==> src/rtl/lsu_pkg.sv <==
// Shared constants, state encoding and request legality helper for the LSU.
package lsu_pkg;

  localparam logic [2:0] F3_B  = 3'b000;
  localparam logic [2:0] F3_H  = 3'b001;
  localparam logic [2:0] F3_W  = 3'b010;
  localparam logic [2:0] F3_BU = 3'b100;
  localparam logic [2:0] F3_HU = 3'b101;

  localparam int unsigned TIMEOUT_CYCLES_DEFAULT = 16;

  typedef enum logic [1:0] {
    IDLE   = 2'd0,
    ACCESS = 2'd1,
    RESP   = 2'd2
  } lsu_state_e;

  // Stores only know the signed size encodings; loads add the unsigned ones.
  function automatic logic funct3_legal(input logic we, input logic [2:0] f3);
    logic ok;
    ok = (f3 == F3_B) || (f3 == F3_H) || (f3 == F3_W);
    if (!we) begin
      ok = ok || (f3 == F3_BU) || (f3 == F3_HU);
    end
    return ok;
  endfunction

endpackage

==> src/rtl/lsu_if.sv <==
// Core-side request/response bus and memory-side access bus of the LSU.
interface lsu_req_if;
  logic        req_valid;
  logic        req_ready;
  logic        req_we;
  logic [2:0]  req_funct3;
  logic [31:0] req_addr;
  logic [31:0] req_wdata;
  logic        resp_valid;
  logic [31:0] resp_rdata;
  logic        resp_err;

  modport master (
    output req_valid, req_we, req_funct3, req_addr, req_wdata,
    input  req_ready, resp_valid, resp_rdata, resp_err
  );
  modport slave (
    input  req_valid, req_we, req_funct3, req_addr, req_wdata,
    output req_ready, resp_valid, resp_rdata, resp_err
  );
endinterface

interface lsu_mem_if;
  logic        mem_req;
  logic        mem_we;
  logic [29:0] mem_addr;
  logic [31:0] mem_wdata;
  logic [3:0]  mem_be;
  logic        mem_ack;
  logic [31:0] mem_rdata;

  modport master (
    output mem_req, mem_we, mem_addr, mem_wdata, mem_be,
    input  mem_ack, mem_rdata
  );
  modport slave (
    input  mem_req, mem_we, mem_addr, mem_wdata, mem_be,
    output mem_ack, mem_rdata
  );
endinterface

==> src/rtl/lsu_align.sv <==
// Combinational lane steering: request legality check, store replication and
// byte enables, load lane extraction with sign/zero extension.
module lsu_align
  import lsu_pkg::*;
(
  // Legality check operates on the incoming (not yet captured) request.
  input  logic        chk_we,
  input  logic [2:0]  chk_funct3,
  input  logic [1:0]  chk_addr,
  output logic        chk_err,
  // Steering operates on the captured request.
  input  logic        we,
  input  logic [2:0]  funct3,
  input  logic [1:0]  addr,
  input  logic [31:0] wdata,
  input  logic [31:0] rdata,
  output logic [31:0] st_wdata,
  output logic [3:0]  st_be,
  output logic [31:0] ld_data
);

  logic [31:0] ld_shifted;

  // Illegal size encoding or an address not aligned to the access size.
  always_comb begin
    chk_err = !funct3_legal(chk_we, chk_funct3)
           || ((chk_funct3[1:0] == 2'b01) && chk_addr[0])
           || ((chk_funct3[1:0] == 2'b10) && (chk_addr != 2'b00));
  end

  // Store data replicated into every lane; enables select the addressed lane(s).
  always_comb begin
    st_wdata = wdata;
    st_be    = 4'b1111;
    case (funct3[1:0])
      2'b00: begin
        st_wdata = {4{wdata[7:0]}};
        st_be    = 4'b0001 << addr;
      end
      2'b01: begin
        st_wdata = {2{wdata[15:0]}};
        st_be    = 4'b0011 << {addr[1], 1'b0};
      end
      default: begin
        st_wdata = wdata;
        st_be    = 4'b1111;
      end
    endcase
    if (!we) begin
      st_be = '0;
    end
  end

  // Shift the addressed lane down to bit 0, then extend by size/sign.
  always_comb begin
    ld_shifted = rdata >> {addr, 3'b000};
    case (funct3)
      F3_B:    ld_data = {{24{ld_shifted[7]}}, ld_shifted[7:0]};
      F3_BU:   ld_data = {24'h0, ld_shifted[7:0]};
      F3_H:    ld_data = {{16{ld_shifted[15]}}, ld_shifted[15:0]};
      F3_HU:   ld_data = {16'h0, ld_shifted[15:0]};
      default: ld_data = rdata;
    endcase
  end

endmodule

==> src/rtl/load_store_unit.sv <==
// RV32I load/store unit: captures one request, checks it, performs a single
// memory access with a timeout and returns aligned load data or an error.
module load_store_unit
  import lsu_pkg::*;
#(
  parameter int unsigned TIMEOUT_CYCLES = TIMEOUT_CYCLES_DEFAULT
) (
  input  logic        clk,
  input  logic        rst,
  lsu_req_if.slave    core,
  lsu_mem_if.master   mem
);

  localparam logic [7:0] CNT_LAST = 8'(TIMEOUT_CYCLES - 1);

  lsu_state_e  state_q, state_d;
  logic        we_q, we_d;
  logic [2:0]  funct3_q, funct3_d;
  logic [31:0] addr_q, addr_d;
  logic [31:0] wdata_q, wdata_d;
  logic [7:0]  cnt_q, cnt_d;
  logic [31:0] rdata_q, rdata_d;
  logic        err_q, err_d;

  logic        chk_err;
  logic [31:0] st_wdata;
  logic [3:0]  st_be;
  logic [31:0] ld_data;

  lsu_align u_align (
    .chk_we     (core.req_we),
    .chk_funct3 (core.req_funct3),
    .chk_addr   (core.req_addr[1:0]),
    .chk_err    (chk_err),
    .we         (we_q),
    .funct3     (funct3_q),
    .addr       (addr_q[1:0]),
    .wdata      (wdata_q),
    .rdata      (mem.mem_rdata),
    .st_wdata   (st_wdata),
    .st_be      (st_be),
    .ld_data    (ld_data)
  );

  // State and datapath registers; reset aborts any transaction in flight.
  always_ff @(posedge clk or posedge rst) begin
    if (rst) begin
      state_q  <= IDLE;
      we_q     <= 1'b0;
      funct3_q <= '0;
      addr_q   <= '0;
      wdata_q  <= '0;
      cnt_q    <= '0;
      rdata_q  <= '0;
      err_q    <= 1'b0;
    end else begin
      state_q  <= state_d;
      we_q     <= we_d;
      funct3_q <= funct3_d;
      addr_q   <= addr_d;
      wdata_q  <= wdata_d;
      cnt_q    <= cnt_d;
      rdata_q  <= rdata_d;
      err_q    <= err_d;
    end
  end

  // Next-state: bad requests skip the memory access; ack beats timeout.
  always_comb begin
    state_d = state_q;
    case (state_q)
      IDLE:    if (core.req_valid) state_d = chk_err ? RESP : ACCESS;
      ACCESS:  if (mem.mem_ack || (cnt_q == CNT_LAST)) state_d = RESP;
      RESP:    state_d = IDLE;
      default: state_d = IDLE;
    endcase
  end

  // Request capture, timeout counting and response register updates.
  always_comb begin
    we_d     = we_q;
    funct3_d = funct3_q;
    addr_d   = addr_q;
    wdata_d  = wdata_q;
    cnt_d    = cnt_q;
    rdata_d  = rdata_q;
    err_d    = err_q;
    case (state_q)
      IDLE: begin
        if (core.req_valid) begin
          we_d     = core.req_we;
          funct3_d = core.req_funct3;
          addr_d   = core.req_addr;
          wdata_d  = core.req_wdata;
          cnt_d    = '0;
          if (chk_err) begin
            err_d   = 1'b1;
            rdata_d = '0;
          end
        end
      end
      ACCESS: begin
        if (mem.mem_ack) begin
          err_d   = 1'b0;
          rdata_d = we_q ? '0 : ld_data;
        end else if (cnt_q == CNT_LAST) begin
          err_d   = 1'b1;
          rdata_d = '0;
        end else begin
          cnt_d = cnt_q + 8'd1;
        end
      end
      default: ;
    endcase
  end

  // Outputs decoded from state and captured request.
  always_comb begin
    core.req_ready  = (state_q == IDLE);
    core.resp_valid = (state_q == RESP);
    core.resp_rdata = rdata_q;
    core.resp_err   = err_q;
    mem.mem_req     = (state_q == ACCESS);
    mem.mem_we      = (state_q == ACCESS) && we_q;
    mem.mem_addr    = addr_q[31:2];
    mem.mem_wdata   = st_wdata;
    mem.mem_be      = st_be;
  end

endmodule

==> src/flat_wrapper.sv <==
// flat-port wrapper written by rule: the top's interface ports become plain ports
module load_store_unit_flat import lsu_pkg::*;
#(
  parameter int unsigned TIMEOUT_CYCLES = TIMEOUT_CYCLES_DEFAULT
)
  (clk, rst, core_req_valid, core_req_we, core_req_funct3, core_req_addr, core_req_wdata, core_req_ready, core_resp_valid, core_resp_rdata, core_resp_err, mem_mem_req, mem_mem_we, mem_mem_addr, mem_mem_wdata, mem_mem_be, mem_mem_ack, mem_mem_rdata);
  lsu_req_if core_i ();
  lsu_mem_if mem_i ();
  input  logic clk;
  input  logic rst;
  input wire logic [$bits(core_i.req_valid)-1:0] core_req_valid;
  input wire logic [$bits(core_i.req_we)-1:0] core_req_we;
  input wire logic [$bits(core_i.req_funct3)-1:0] core_req_funct3;
  input wire logic [$bits(core_i.req_addr)-1:0] core_req_addr;
  input wire logic [$bits(core_i.req_wdata)-1:0] core_req_wdata;
  output wire logic [$bits(core_i.req_ready)-1:0] core_req_ready;
  output wire logic [$bits(core_i.resp_valid)-1:0] core_resp_valid;
  output wire logic [$bits(core_i.resp_rdata)-1:0] core_resp_rdata;
  output wire logic [$bits(core_i.resp_err)-1:0] core_resp_err;
  output wire logic [$bits(mem_i.mem_req)-1:0] mem_mem_req;
  output wire logic [$bits(mem_i.mem_we)-1:0] mem_mem_we;
  output wire logic [$bits(mem_i.mem_addr)-1:0] mem_mem_addr;
  output wire logic [$bits(mem_i.mem_wdata)-1:0] mem_mem_wdata;
  output wire logic [$bits(mem_i.mem_be)-1:0] mem_mem_be;
  input wire logic [$bits(mem_i.mem_ack)-1:0] mem_mem_ack;
  input wire logic [$bits(mem_i.mem_rdata)-1:0] mem_mem_rdata;
  assign core_i.req_valid = core_req_valid;
  assign core_i.req_we = core_req_we;
  assign core_i.req_funct3 = core_req_funct3;
  assign core_i.req_addr = core_req_addr;
  assign core_i.req_wdata = core_req_wdata;
  assign core_req_ready = core_i.req_ready;
  assign core_resp_valid = core_i.resp_valid;
  assign core_resp_rdata = core_i.resp_rdata;
  assign core_resp_err = core_i.resp_err;
  assign mem_mem_req = mem_i.mem_req;
  assign mem_mem_we = mem_i.mem_we;
  assign mem_mem_addr = mem_i.mem_addr;
  assign mem_mem_wdata = mem_i.mem_wdata;
  assign mem_mem_be = mem_i.mem_be;
  assign mem_i.mem_ack = mem_mem_ack;
  assign mem_i.mem_rdata = mem_mem_rdata;
  load_store_unit #(.TIMEOUT_CYCLES(TIMEOUT_CYCLES)) u_core (.clk(clk), .rst(rst), .core(core_i), .mem(mem_i));
endmodule
==> config.mk <==
export PLATFORM = sky130hd
export DESIGN_NAME = load_store_unit_flat
export DESIGN_NICKNAME = d
export VERILOG_FILES = /design/src/rtl/lsu_pkg.sv /design/src/rtl/lsu_if.sv /design/src/rtl/lsu_align.sv /design/src/rtl/load_store_unit.sv /design/src/flat_wrapper.sv
export SDC_FILE = /design/constraint.sdc
export NUM_CORES = 1
export LEC_CHECK = 0
export CORE_MARGIN = 2
export CORE_UTILIZATION = 35
export DETAILED_ROUTE_END_ITERATION = 16
export PLACE_DENSITY = 0.68
export SLEW_MARGIN = 20
export SYNTH_ARGS = -nofsm -noshare
export SYNTH_HDL_FRONTEND = slang
export SYNTH_SLANG_ARGS = --single-unit
==> constraint.sdc <==
create_clock -name clk -period 4.32 [get_ports clk]
set_clock_uncertainty 0.15 [all_clocks]
set_input_delay 1.296 -clock clk [delete_from_list [all_inputs] [get_ports clk]]
set_output_delay 1.296 -clock clk [all_outputs]
set_load 0.03 [all_outputs]
==> metrics.md <==
| Metric | Value |
|---|---|
| Register-to-register setup slack | 1.69 ns |
| Critical path data required time | 2.87 ns |
| Die area | 16790 µm² |
| Cell depth of the worst setup path | 3 |
| Row count | between 40 and 50 |
| CTS Buffer Depth | 2 |
| Grt ovf | 0 |
| Post-Route Utilization | 51.42% |
| TritonRoute pass-1 iters | 4 |
| CORE AREA | around 15000 µm² |
| Final ANT Viol Nets | 0 |
| Post-DR vias/cell | approximately 4.9 |
| Routed Wire Length | 15.92 mm |
| Total Routing Usage GR | 18.91% |
| Netlist Area Pre-Place | 5518 µm² |
| Die height | 129.6 µm |
| FMAX | approximately 0.26 GHz |
| Psw | 1.768 mW |
| Slew @ Worst Pin | 0.8301 ns |
| Cell with the most instances after synthesis | nand2_1 |
| GP Congestion | ~0.86 |
| Switching part of the total | roughly two fifths |
| Setup crit end | mem_mem_wdata[19] |
| Synth Register Bits | around 110 |
| CTS tree | yes |
| Final TNS setup | 0 ns |
| Number of enable flip-flop cells after synthesis | 0 |
| Clock slew at reported path FFs | 0.07 ns |
| Seq pwr share | about 34% |
| Crit end category | primary output |
| Fraction of registers with async set/reset | 100.0% |
| CP max stage delay | ~0.72 ns |
| Starting density of the core | 36.03% |
| Status | finished, final reports clean |
| CP Launch Point | u_core.funct3_q[1]$_DFFE_PP0P_ |
| Final setup violation count | 0 |
| Comb pwr share | 45.5% |
| Yosys top cell area share | roughly half |
| Post-DP HPWL | 11.71 mm |
| DRC Markers | 0 |
| Synth area leaders | dfrtp_1, nand2_1, buf_4, mux2i_1, mux2_2 |
| Post-Place Setup Slack | 0.7436 ns |
| First-pass GRT wire length | approximately 25 mm |
| Root Buffer | clkbuf_16 |
| Critical R2R Capture | u_core.core.resp_rdata[27]$_DFFE_PP0P_ |
| Fin. Hold Viols | 0 |
| Via count | 4854 |
| Fin worst setup slack | 0.4446 ns |
| Seq/Total Area, Yosys | 50.34% |
| Synthesized instance count | 611 |
| Final min period | 3.875 ns |
| Area grow syn2layout | 42.72% |
| Count of input and output buffers | 206 |
| Clk sinks | 111 |
| Crit path DAT | between 2 and 2.5 ns |
| Worst Setup Path Type | flip-flop to primary output |
| Pint | 2.698 mW |
| I/O Pins | 207 |
| Slowest-stage cell, CP | dfrtp_1 |
| Max Cap Viol | 0 |
| First-iteration detailed-routing DRC count | 298 |
| Placed Area | 7532 µm² |
| H-tree levels | 3 |
| Synth area leader | dfrtp_1 |
| Pins Over Slew Limit | 0 |
| Post-CTS Setup Bufs | 0 |
| Top Family by Delay on Critical Path | buffers and inverters |
| Fin nets | between 800 and 900 |
| R2R depth | 6 |
| Cts bufs inserted | 9 |
| FILL cells | 1421 |
| Power consumption | 4.466 mW |
| CP bufs+invs | 2 |
| Most frequent cells after synthesis | nand2_1, dfrtp_1, buf_4, o21ai_0, nor2_1 |
| CTS Hold Buffers Added | 0 |
| Ys flop type | dfrtp_1 |
| Chip width | about 130 µm |
| Initial antenna violation count | 0 |
| Maximum fanout along the worst path | 24 |
| Vias in the first global route | slightly below 5k |
| Worst hold path class | flip-flop to flip-flop |
| Startpoint Class | flip-flop |
| Syn_area_per_cell | 9.031 µm² |
| Clk Latency, worst-skew pair | between 0.3 and 0.4 ns |
| VDD IR max | 0.2985 mV |
| Clock share of power | between 20% and 30% |
| WL per Instance | roughly 16 µm |
| Cell area power density | 567.1 nW/µm² |
| R2r startpoint | u_core.cnt_q[0]$_DFFE_PP0P_ |
| Largest net degree at the start of global routing | 87 |
| Final period util | 89.71% |
| Antenna diode count | 0 |
| Syn Nets | ~700 |
| Worst-path cell chain | buf_4 > mux2_2 > clkdlybuf4s50_1 |
| Yosys warnings | 0 |
| Post-CTS sizing | 0 |
| Distinct cells, synth | 42 |
| Cell leakage power | about 3.6 nW |
| RSZ-0062 raised after global routing | false |
| Fin area | 7875 µm² |
| Layout cells sized above 1 | roughly 6.5% |
| Rel. slew slack | 44.45% |
[registers in the layout, summed over array words and instances (netlist names)]
name                    flops
u_core.addr_q              32
u_core.core.resp_rdata     32
u_core.wdata_q             32
u_core.cnt_q                8
u_core.funct3_q             3
u_core.state_q              2
u_core.core.resp_err        1
u_core.we_q                 1
[metal layers]
layer	vias to the layer above	global-route usage, %	share of wire [%]
met3	20	4.707	6.9
li1	2309	-	-
met4	0	6.641	1.7
met1	2322	23.31	42
met2	203	32.31	49
met5	-	0	0
[worst min-delay path: stages, from the launching register on]
cell and delay [ns]:
dfrtp_1 0.34, nand2_1 0.05, nand2_1 0.05
[cell families after synthesis]
family	Yosys count	share of synthesized area, %
xor gates and xnor gates	5	0.7936
adders and majority gates	1	0.2267
AOI/OAI and AO/OA	97	12.47
DFF	111	50.34
buffers and inverters	76	8.072
muxes	41	7.800
and+or+nand+nor	280	20.29
[cell usage in the layout (no fill, tap or decap), types with 4 or more instances in the layout]
cell,n
a22o_1,9
o21ai_0,35
clkdlybuf4s50_1,206
nand3_1,4
nand2_1,227
clkbuf_16,9
nor2_1,26
nor2b_1,7
dfrtp_1,111
buf_4,9
mux2_2,16
mux2i_1,25
xnor2_1,4
a221o_1,16
a21oi_1,16
o2bb2ai_1,9
[power groups by stage]
stage          registers (mW)  clock network (mW)  logic [mW]
2_1_floorplan            1.52                   0        1.30
3_3_place_gp             1.51                   0        2.02
3_5_place_dp             1.52                   0        2.04
4_1_cts                  1.50               0.957        2.05
5_1_grt                  1.53                1.00        2.17
6_report                 1.50               0.937        2.03
[worst min-delay path by stage]
| stage | from | end | slack [ns] | cells after the start |
|---|---|---|---|---|
| after CTS | u_core.wdata_q[21]$_DFFE_PP0P_ | u_core.wdata_q[21]$_DFFE_PP0P_ | 0.33 | 2 |
| after floorplan | u_core.wdata_q[16]$_DFFE_PP0P_ | u_core.wdata_q[16]$_DFFE_PP0P_ | 0.29 | 2 |
| after global routing | u_core.addr_q[29]$_DFFE_PP0P_ | u_core.addr_q[29]$_DFFE_PP0P_ | 0.35 | 2 |
| after global placement | u_core.wdata_q[21]$_DFFE_PP0P_ | u_core.wdata_q[21]$_DFFE_PP0P_ | 0.31 | 2 |
| after detailed placement | u_core.wdata_q[21]$_DFFE_PP0P_ | u_core.wdata_q[21]$_DFFE_PP0P_ | 0.31 | 2 |
| final | u_core.addr_q[13]$_DFFE_PP0P_ | u_core.addr_q[13]$_DFFE_PP0P_ | 0.32 | 2 |
[layout make-up]
cell class,instances,area (µm²),area share (%)
Tap cell,211,264.0,3.352
Timing Repair Buffer,217,2170,27.55
Clock inverter,4,76.32,0.9692
Sequential cell,111,2778,35.27
Clock buffer,12,266.5,3.384
Inverter,5,22.52,0.2860
Multi-Input combinational cell,424,2298,29.19
[per-stage QoR]
step | hold WS (ns) | instances
2_1_floorplan | 0.2901 | 611
5_1_grt | 0.3467 | 984
3_5_place_dp | 0.3105 | 968
6_report | 0.3216 | 984
3_3_place_gp | 0.3062 | 968
4_1_cts | 0.3285 | 984
(Power assumes the default switching activity.)
